## config.mk

```make
export PLATFORM = sky130hd
export DESIGN_NAME = nibble_serial_add_ctrl_flat
export DESIGN_NICKNAME = d
export VERILOG_FILES = /design/src/rtl/nibble_serial_add_ctrl_pkg.sv /design/src/rtl/nibble_serial_add_ctrl_if.sv /design/src/rtl/nibble_serial_add_ctrl_nibble_add4.sv /design/src/rtl/nibble_serial_add_ctrl.sv /design/src/flat_wrapper.sv
export SDC_FILE = /design/constraint.sdc
export NUM_CORES = 1
export LEC_CHECK = 0
export BUFFER_PORTS_ARGS = -buffer_cell sky130_fd_sc_hd__clkbuf_2
export CAP_MARGIN = 5
export CORE_UTILIZATION = 49
export DETAILED_ROUTE_END_ITERATION = 8
export PLACE_DENSITY = 0.81
export SYNTH_ARGS = -nofsm -noshare
export SYNTH_HDL_FRONTEND = slang
export SYNTH_HIERARCHICAL = 1
export SYNTH_SLANG_ARGS = --single-unit
```

## constraint.sdc

```tcl
create_clock -name clk -period 2.81 [get_ports clk]
set_clock_uncertainty 0.05 [all_clocks]
set_input_delay 0.562 -clock clk [delete_from_list [all_inputs] [get_ports clk]]
set_output_delay 0.562 -clock clk [all_outputs]
set_load 0.01 [all_outputs]
```

## src/rtl/nibble_serial_add_ctrl_pkg.sv

```systemverilog
// nibble_serial_add_ctrl_pkg: state encoding, slice width and overflow helper for the serial nibble adder.
package nibble_serial_add_ctrl_pkg;
    localparam int NIBBLE_W = 4;
    localparam logic [1:0] ST_IDLE = 2'd0;
    localparam logic [1:0] ST_RUN  = 2'd1;
    localparam logic [1:0] ST_DONE = 2'd2;
    typedef enum logic [1:0] {
        S_IDLE = ST_IDLE,
        S_RUN  = ST_RUN,
        S_DONE = ST_DONE
    } state_e;
    function automatic logic signed_ovf(input logic a_msb, input logic b_msb, input logic s_msb);
        return (a_msb == b_msb) && (s_msb != a_msb);
    endfunction
endpackage

```

## src/rtl/nibble_serial_add_ctrl_if.sv

```systemverilog
// nibble_serial_add_ctrl_if: request/result bundle between the requester and the serial adder.
interface nibble_serial_add_ctrl_if
    import nibble_serial_add_ctrl_pkg::*;
#(
    parameter int NIBBLES = 4
);
    localparam int W = NIBBLE_W * NIBBLES;
    logic         start;
    logic [W-1:0] a;
    logic [W-1:0] b;
    logic         cin;
    logic         ready;
    logic         busy;
    logic         done;
    logic [W-1:0] sum;
    logic         cout;
    logic         ovf;
    modport master (output start, a, b, cin, input ready, busy, done, sum, cout, ovf);
    modport slave  (input start, a, b, cin, output ready, busy, done, sum, cout, ovf);
endinterface

```

## src/rtl/nibble_serial_add_ctrl_nibble_add4.sv

```systemverilog
// nibble_serial_add_ctrl_nibble_add4: the single shared combinational 4-bit adder slice.
module nibble_serial_add_ctrl_nibble_add4
    import nibble_serial_add_ctrl_pkg::*;
(
    input  logic [NIBBLE_W-1:0] a4_i,
    input  logic [NIBBLE_W-1:0] b4_i,
    input  logic                ci_i,
    output logic [NIBBLE_W-1:0] s4_o,
    output logic                co_o
);
    assign {co_o, s4_o} = {1'b0, a4_i} + {1'b0, b4_i} + (NIBBLE_W + 1)'(ci_i);
endmodule

```

## src/rtl/nibble_serial_add_ctrl.sv

```systemverilog
// nibble_serial_add_ctrl: runs a W-bit add LSB-first one nibble per cycle through one shared 4-bit adder.
module nibble_serial_add_ctrl
    import nibble_serial_add_ctrl_pkg::*;
#(
    parameter int NIBBLES = 4
) (
    input logic                     clk,
    input logic                     rst,
    nibble_serial_add_ctrl_if.slave bus
);
    localparam int W  = NIBBLE_W * NIBBLES;
    localparam int IW = (NIBBLES > 1) ? $clog2(NIBBLES) : 1;
    state_e              state_q;
    logic [IW-1:0]       idx_q;
    logic [W-1:0]        a_q;
    logic [W-1:0]        b_q;
    logic [W-1:0]        sum_q;
    logic                carry_q;
    logic                cout_q;
    logic                ovf_q;
    logic [NIBBLE_W-1:0] a4;
    logic [NIBBLE_W-1:0] b4;
    logic [NIBBLE_W-1:0] s4;
    logic                co;
    logic                accept;
    logic                last;
    // Slice select by shifting the latched operands down by 4*idx.
    assign a4     = NIBBLE_W'(a_q >> {idx_q, 2'b00});
    assign b4     = NIBBLE_W'(b_q >> {idx_q, 2'b00});
    assign last   = idx_q == IW'(NIBBLES - 1);
    assign accept = bus.start && (state_q != S_RUN);
    nibble_serial_add_ctrl_nibble_add4 u_add4 (
        .a4_i (a4),
        .b4_i (b4),
        .ci_i (carry_q),
        .s4_o (s4),
        .co_o (co)
    );
    always_ff @(posedge clk) begin
        if (rst) begin
            state_q <= S_IDLE;
            idx_q   <= '0;
            a_q     <= '0;
            b_q     <= '0;
            carry_q <= 1'b0;
            sum_q   <= '0;
            cout_q  <= 1'b0;
            ovf_q   <= 1'b0;
        end else if (accept) begin
            state_q <= S_RUN;
            idx_q   <= '0;
            a_q     <= bus.a;
            b_q     <= bus.b;
            carry_q <= bus.cin;
            sum_q   <= '0;
            cout_q  <= 1'b0;
            ovf_q   <= 1'b0;
        end else if (state_q == S_RUN) begin
            sum_q[{idx_q, 2'b00} +: NIBBLE_W] <= s4;
            carry_q <= co;
            idx_q   <= last ? '0 : idx_q + 1'b1;
            if (last) begin
                state_q <= S_DONE;
                cout_q  <= co;
                ovf_q   <= signed_ovf(a_q[W-1], b_q[W-1], s4[NIBBLE_W-1]);
            end
        end else begin
            state_q <= S_IDLE;
        end
    end
    assign bus.ready = state_q != S_RUN;
    assign bus.busy  = state_q == S_RUN;
    assign bus.done  = state_q == S_DONE;
    assign bus.sum   = sum_q;
    assign bus.cout  = cout_q;
    assign bus.ovf   = ovf_q;
endmodule

```

## src/flat_wrapper.sv

```systemverilog
// flat-port wrapper written by rule: the top's interface ports become plain ports
module nibble_serial_add_ctrl_flat import nibble_serial_add_ctrl_pkg::*;
#(
    parameter int NIBBLES = 4
)
  (clk, rst, bus_start, bus_a, bus_b, bus_cin, bus_ready, bus_busy, bus_done, bus_sum, bus_cout, bus_ovf);
  nibble_serial_add_ctrl_if #(.NIBBLES(NIBBLES)) bus_i ();
  input logic clk;
  input logic rst;
  input wire logic [$bits(bus_i.start)-1:0] bus_start;
  input wire logic [$bits(bus_i.a)-1:0] bus_a;
  input wire logic [$bits(bus_i.b)-1:0] bus_b;
  input wire logic [$bits(bus_i.cin)-1:0] bus_cin;
  output wire logic [$bits(bus_i.ready)-1:0] bus_ready;
  output wire logic [$bits(bus_i.busy)-1:0] bus_busy;
  output wire logic [$bits(bus_i.done)-1:0] bus_done;
  output wire logic [$bits(bus_i.sum)-1:0] bus_sum;
  output wire logic [$bits(bus_i.cout)-1:0] bus_cout;
  output wire logic [$bits(bus_i.ovf)-1:0] bus_ovf;
  assign bus_i.start = bus_start;
  assign bus_i.a = bus_a;
  assign bus_i.b = bus_b;
  assign bus_i.cin = bus_cin;
  assign bus_ready = bus_i.ready;
  assign bus_busy = bus_i.busy;
  assign bus_done = bus_i.done;
  assign bus_sum = bus_i.sum;
  assign bus_cout = bus_i.cout;
  assign bus_ovf = bus_i.ovf;
  nibble_serial_add_ctrl #(.NIBBLES(NIBBLES)) u_core (.clk(clk), .rst(rst), .bus(bus_i));
endmodule
```

Yosys cells after proc, flatten, opt, wreduce, memory -nomap -nowiden

Cells that the tools add are included.

Add/subtract/negate cells: 4
Equal/unequal tests: 7
Shifts and indexed selects: 4
Mux-type cells: 7
Bitwise gates (word level): 1
Reductions and logical operators: 6

Operator list:

| cell                   | number |
|---|---|
| $shr 16x4->4           | 2 |
| $bwmux 16              | 1 |
| $shift 4x6->16 const A | 1 |
| $shiftx 4x6->16        | 1 |
| $neg 4->6              | 1 |
| $add 4x4->5            | 1 |
| $add 5x1->5            | 1 |
| $mux 1                 | 5 |
| $eq 2x2->1 const B     | 2 |
| $ne 3x1->1 const B     | 1 |
| $reduce_or 3->1        | 1 |
| $add 2x1->2 const B    | 1 |
| $eq 2x1->1 const B     | 1 |
| $logic_and 1x1->1      | 2 |
| $mux 2                 | 1 |
| $ne 2x1->1 const B     | 1 |
| $reduce_and 2->1       | 1 |
| $reduce_bool 2->1      | 1 |
| $reduce_or 2->1        | 1 |
| $eq 1x1->1             | 1 |
| $ne 1x1->1             | 1 |
| $not 1->1              | 1 |

Flip-flop bits (word level): 55

Depth between registers and ports, before layout

Depth in word-level cells: 5
Depth in mapped cells: 10

Modules after synthesis

Netlist, hierarchy kept.

Modules (own cells, without submodules):

| module                             | times used | cells each | area an instance (sq um) | seq. area each (sq um) |
|---|---|---|---|---|
| nibble_serial_add_ctrl             | 1          | 277        | 2539.9                   | 1101.1 |
| nibble_serial_add_ctrl_nibble_add4 | 1          | 16         | 143.9                    | 0.0 |

Worst setup path before layout

No wires, ideal clock.

Path kind: register -> register
Start point: register u_core.idx_q[0]
End point: register u_core.ovf_q (netlist: u_core/bus.ovf)
Library setup time: 0.086 ns
Data arrival time: 2.479 ns
Setup slack: 0.195 ns
Cell stages (with the launch flop): 9
Buffers on the path: 1
Period minus slack after synthesis: 2.615 ns
Cell sequence: dfxtp_1 buf_4 mux4_2 fa_1 a21o_1 a21oi_2 xnor2_1 a21oi_1 a211oi_1

Longest elaborated chain between the ends: 5

RTL lines:

| what                     | line                                     | RTL |
|---|---|---|
| start: declaration       | nibble_serial_add_ctrl.sv:14             | `logic [IW-1:0] idx_q;` |
| start signal: assignment | nibble_serial_add_ctrl.sv:61             | `idx_q <= last ? '0 : idx_q + 1'b1;` |
| $shr 16x4->4             | nibble_serial_add_ctrl.sv:28             | `assign a4 = NIBBLE_W'(a_q >> {idx_q, 2'b00});` |
| net u_core.a4[0]         | nibble_serial_add_ctrl.sv:21             | `logic [NIBBLE_W-1:0] a4;` |
| $add 4x4->5              | nibble_serial_add_ctrl_nibble_add4.sv:11 | `assign {co_o, s4_o} = {1'b0, a4_i} + {1'b0, b4_i} + (NIBBLE_W + 1)'(ci_i);` |
| $add 5x1->5              | nibble_serial_add_ctrl_nibble_add4.sv:11 |  |
| net u_core.s4[3]         | nibble_serial_add_ctrl.sv:23             | `logic [NIBBLE_W-1:0] s4;` |
| $ne 1x1->1               | nibble_serial_add_ctrl_pkg.sv:13         | `return (a_msb == b_msb) && (s_msb != a_msb);` |
| $logic_and 1x1->1        | nibble_serial_add_ctrl_pkg.sv:13         |  |
| end signal: assignment   | nibble_serial_add_ctrl.sv:65             | `ovf_q <= signed_ovf(a_q[W-1], b_q[W-1], s4[NIBBLE_W-1]);` |
| end: declaration         | nibble_serial_add_ctrl.sv:20             | `logic ovf_q;` |

The timed path passes the listed nets, and every way through them passes these cells.
A chain may end at the register's enable or synchronous reset.

Worst setup path in the final report

Ends and elaborated chain as after synthesis.

==> summary by stage <==
Layout
The number of nets in the layout is 382. In the final layout, the share of cells above drive strength 1 is 0.2649. The area of all placed cells without fillers is 3022 um2. 0 antenna diodes ended up in the layout. The area growth from synthesis to layout is 12.59%. For this run, the number of standard cells in the final layout without fillers is 406.

Pwr
The total internal power is 1.087 mW. The power per cell area is 506.5 nW/um2. The design draws 1.531 mW. The share of total power dissipated in the clock network is 0.299.

In this run the power spent charging and discharging nets is 0.4434 mW. VDD sags by at most 0.2787 mV. The switching part of the total is 0.2897. The part of the total power dissipated in combinational logic is 0.155. In this run the static leakage power is 1.169 nW.

The proportion of power drawn by flip-flops and latches is 0.546.

Routing
Dividing the detail-routed via count by the number of cells gives 5.680. In this run the remaining antenna-violating nets after routing total 0. The number of violations reported at the end of detailed-routing iteration 0 is 256.

In the final routed layout, each cell accounts on average for 14.88 um. For this run, design rule violations remaining after detail routing come to 0. The number of iterations in the first detailed-routing pass is 4. The total via count in the routed design is 2306.

The routed design has 6040 um of wire.

STA
Hold is met by 404.7 ps. The upper clock frequency limit is 373.9 MHz. At the pin with the least slew margin, the transition time is 741.7 ps. The number of setup violations in the final report is 0.

The final-layout setup total negative slack is 0 ps. Setup repair after global routing left no endpoint under its margin. Of the available clock period, the critical path in the final layout requires 0.9519. The number of hold-slack violations in the final timing report is 0.

In this run the tightest slew margin relative to its limit is 0.5050. The minimum clock period is 2675 ps. The number of pins with negative max-slew slack in the final report came to 0.

Synthesis
For this run, the leading register cell type out of synthesis is sky130_fd_sc_hd__dfxtp_1. The largest total area in the synthesized netlist belongs to sky130_fd_sc_hd__dfxtp_1. For this run, asynchronously set or reset flops after synthesis account for 0. Sorting the synthesized cells by area gives the leading types as sky130_fd_sc_hd__dfxtp_1 41%, sky130_fd_sc_hd__a21oi_1 9.3%, sky130_fd_sc_hd__mux4_2 6.7%. The area share of the leading cell type in the synthesized netlist is 0.4103. The total standard cell area after synthesis is 2684 um2.

When the netlist entered floorplanning its net count stood at 340. During synthesis, Yosys emitted a total of 6 warnings. The average instance in the mapped netlist occupies 9.160 um2. The number of different library cells in the post-synthesis netlist is 36. In this run, synthesis inferred 0 flip-flops with an integrated enable.

Synthesis produced 293 cells. After synthesis the netlist holds a flip-flop and latch count of 55. For this run, the register share of the synthesized area comes to 0.4103.

GRT
The number of global-route vias before repair is 2215. The pin count of the biggest net entering global routing is 50. The global-route congestion overflow total is 0. Across every metal layer, demand over resource in global routing totals 0.2241. The global-route wire length before repair is 10550 um. The initial antenna violation count is 0.

Placement
Routability-driven placement finished with a final weighted congestion of 0.8211. The number of input and output port buffers inserted is 56. The count of placed standard cells including taps is 398. After detailed placement, the total cell area comes to 2919 um2. The detailed placement HPWL is 4264 um.

Clock network
Clock tree synthesis found a total of 55 sinks. The clock latency on the worst-skew pair is 320 ps. The clock root buffer is sky130_fd_sc_hd__clkbuf_8. After clock tree synthesis, the clock-pin slew on the worst setup and hold paths is 110 ps. The level count of the clock H-tree is 2.

Buffers added to address setup during post-CTS repair amount to 0. The CTS tree is built. The maximum root-to-sink buffer count is 2. The total clock buffers created by CTS is 5.

Die
The die is 76.01 um wide. The floorplan core area is 5205 um2. During I/O placement, the number of pins put on the boundary was 57. The starting density of the core is 0.5156. The initialized floorplan defines 26 standard-cell rows. The die area is 5778 um2. The die is 76.01 um tall.

Flow run
The tool flagged a number of max-cap violations equal to 0.

Worst hold path
The worst hold path belongs to the class reg -> reg. The instance count along the most critical hold path is 2. In this run the most critical hold path is launched from u_core/bus.sum[4].

Setup path
The largest fanout of any net on the critical path is 7. The worst setup path is launched from a flop. The critical path is of the reg -> reg type. The launching element of the worst setup path is u_core/idx_q[0]. The startpoint identified for the worst register-to-register timing path is u_core/idx_q[0]. Data on the critical path is required at its endpoint by 2990 ps. Data arrives at the worst endpoint at 2850 ps. The worst register-to-register path has a depth of 7. The type of element capturing the critical path is a flop.

Outcome
The flow ran to the end, and the final reports show no timing, DRC or antenna violations.
## metal layers
metal | up-vias | track usage | wire length (um)
met5 | - | 0 | 0
met4 | 0 | 0.1000 | 154
met3 | 15 | 0.04551 | 346
met2 | 80 | 0.3391 | 2817
met1 | 1064 | 0.3092 | 2721
li1 | 1147 | - | -
## cell usage in the layout (no fill, tap or decap), types with 2 or more instances in the layout
master                      netlist  layout
sky130_fd_sc_hd__o21ai_0         33      33
sky130_fd_sc_hd__inv_6            0       2
sky130_fd_sc_hd__dfxtp_1         55      55
sky130_fd_sc_hd__a2111oi_2        3       3
sky130_fd_sc_hd__clkbuf_8         0       5
sky130_fd_sc_hd__nand2b_1         3       3
sky130_fd_sc_hd__a211oi_1         2       2
sky130_fd_sc_hd__ha_1             9       9
sky130_fd_sc_hd__a21oi_1         50      50
sky130_fd_sc_hd__nand3b_1         5       5
sky130_fd_sc_hd__nand2_1         17      17
sky130_fd_sc_hd__mux4_2           8       8
sky130_fd_sc_hd__nand4_1         12      12
sky130_fd_sc_hd__a31o_1           3       3
sky130_fd_sc_hd__nor2_1           4       4
sky130_fd_sc_hd__nor4b_2          2       2
sky130_fd_sc_hd__buf_4            3       5
sky130_fd_sc_hd__fa_1             2       2
sky130_fd_sc_hd__nand3_1         33      33
sky130_fd_sc_hd__inv_1           11      11
sky130_fd_sc_hd__clkbuf_2         0      56
sky130_fd_sc_hd__a21o_1           2       2
## critical path, stage by stage (launching register included)
cell	delay, ps
sky130_fd_sc_hd__dfxtp_1	560
sky130_fd_sc_hd__mux4_2	580
sky130_fd_sc_hd__fa_1	450
sky130_fd_sc_hd__a21o_1	180
sky130_fd_sc_hd__a21oi_2	200
sky130_fd_sc_hd__xnor2_2	200
sky130_fd_sc_hd__a21oi_1	120
sky130_fd_sc_hd__a211oi_1	240
## cells by family after synthesis
family / Yosys count / share of synthesized area
AO/OA/AOI/OAI: 96 / 0.2028
AND/OR/NAND/NOR: 82 / 0.1716
flip-flops: 55 / 0.4103
buffers and inverters: 38 / 0.08112
adder cells (fa/ha/maj): 11 / 0.05688
multiplexers: 9 / 0.07086
XOR/XNOR: 2 / 0.006528
## Yosys cell counts (5+ instances only)
cell / number
sky130_fd_sc_hd__nand2_1: 17
sky130_fd_sc_hd__ha_1: 9
sky130_fd_sc_hd__a21oi_1: 50
sky130_fd_sc_hd__o21ai_0: 33
sky130_fd_sc_hd__buf_2: 7
sky130_fd_sc_hd__nand3b_1: 5
sky130_fd_sc_hd__clkbuf_1: 9
sky130_fd_sc_hd__dfxtp_1: 55
sky130_fd_sc_hd__nand4_1: 12
sky130_fd_sc_hd__nand3_1: 33
sky130_fd_sc_hd__mux4_2: 8
sky130_fd_sc_hd__inv_1: 11
## power by group through the flow
| stage | sequential [mW] | combinational (mW) | clock [mW] |
|---|---|---|---|
| 6_report | 0.836 | 0.237 | 0.458 |
| 5_1_grt | 0.841 | 0.262 | 0.496 |
| 4_1_cts | 0.836 | 0.231 | 0.465 |
| 3_5_place_dp | 0.854 | 0.229 | 0 |
| 3_3_place_gp | 0.853 | 0.223 | 0 |
| 2_1_floorplan | 0.844 | 0.180 | 0 |
## final cells by class
cell class                      instances  area (um2)
Multi-Input combinational cell        200        1373
Fill cell                             476        2183
Sequential cell                        55        1101
Inverter                               12       47.55
Clock buffer                            5       68.82
Tap cell                               70       87.58
Clock inverter                          3       26.28
Timing Repair Buffer                   61       317.8
## final timing paths
check,to,slack (ps)
max,u_core/bus.ovf,140
min,u_core/bus.sum[4],400
max reg2reg,u_core/bus.ovf,140
min reg2reg,u_core/bus.sum[4],400
## flip-flops by register name, summed over array words and instances, names as in the netlist
name and count:
u_core/a_q 16, u_core/bus.cout 1, u_core/state_q 2, u_core/bus.ovf 1, u_core/bus.sum 16, u_core/carry_q 1, u_core/b_q 16, u_core/idx_q 2
## through the flow
stage / utilization / worst slack [ps]
2_1_floorplan: - / 195.4
3_3_place_gp: 0.5608 / 176.5
3_5_place_dp: 0.5608 / 109.4
4_1_cts: 0.5791 / 71.65
5_1_grt: 0.5805 / 4.899
6_report: 0.5805 / 135.3
## what timing repair did
item	4_1_cts	5_1_grt
hold endpoints to repair	0	0
gates resized for setup	0	1
hold buffers	0	0
setup endpoints to repair	0	4
(Power assumes the default switching activity.)
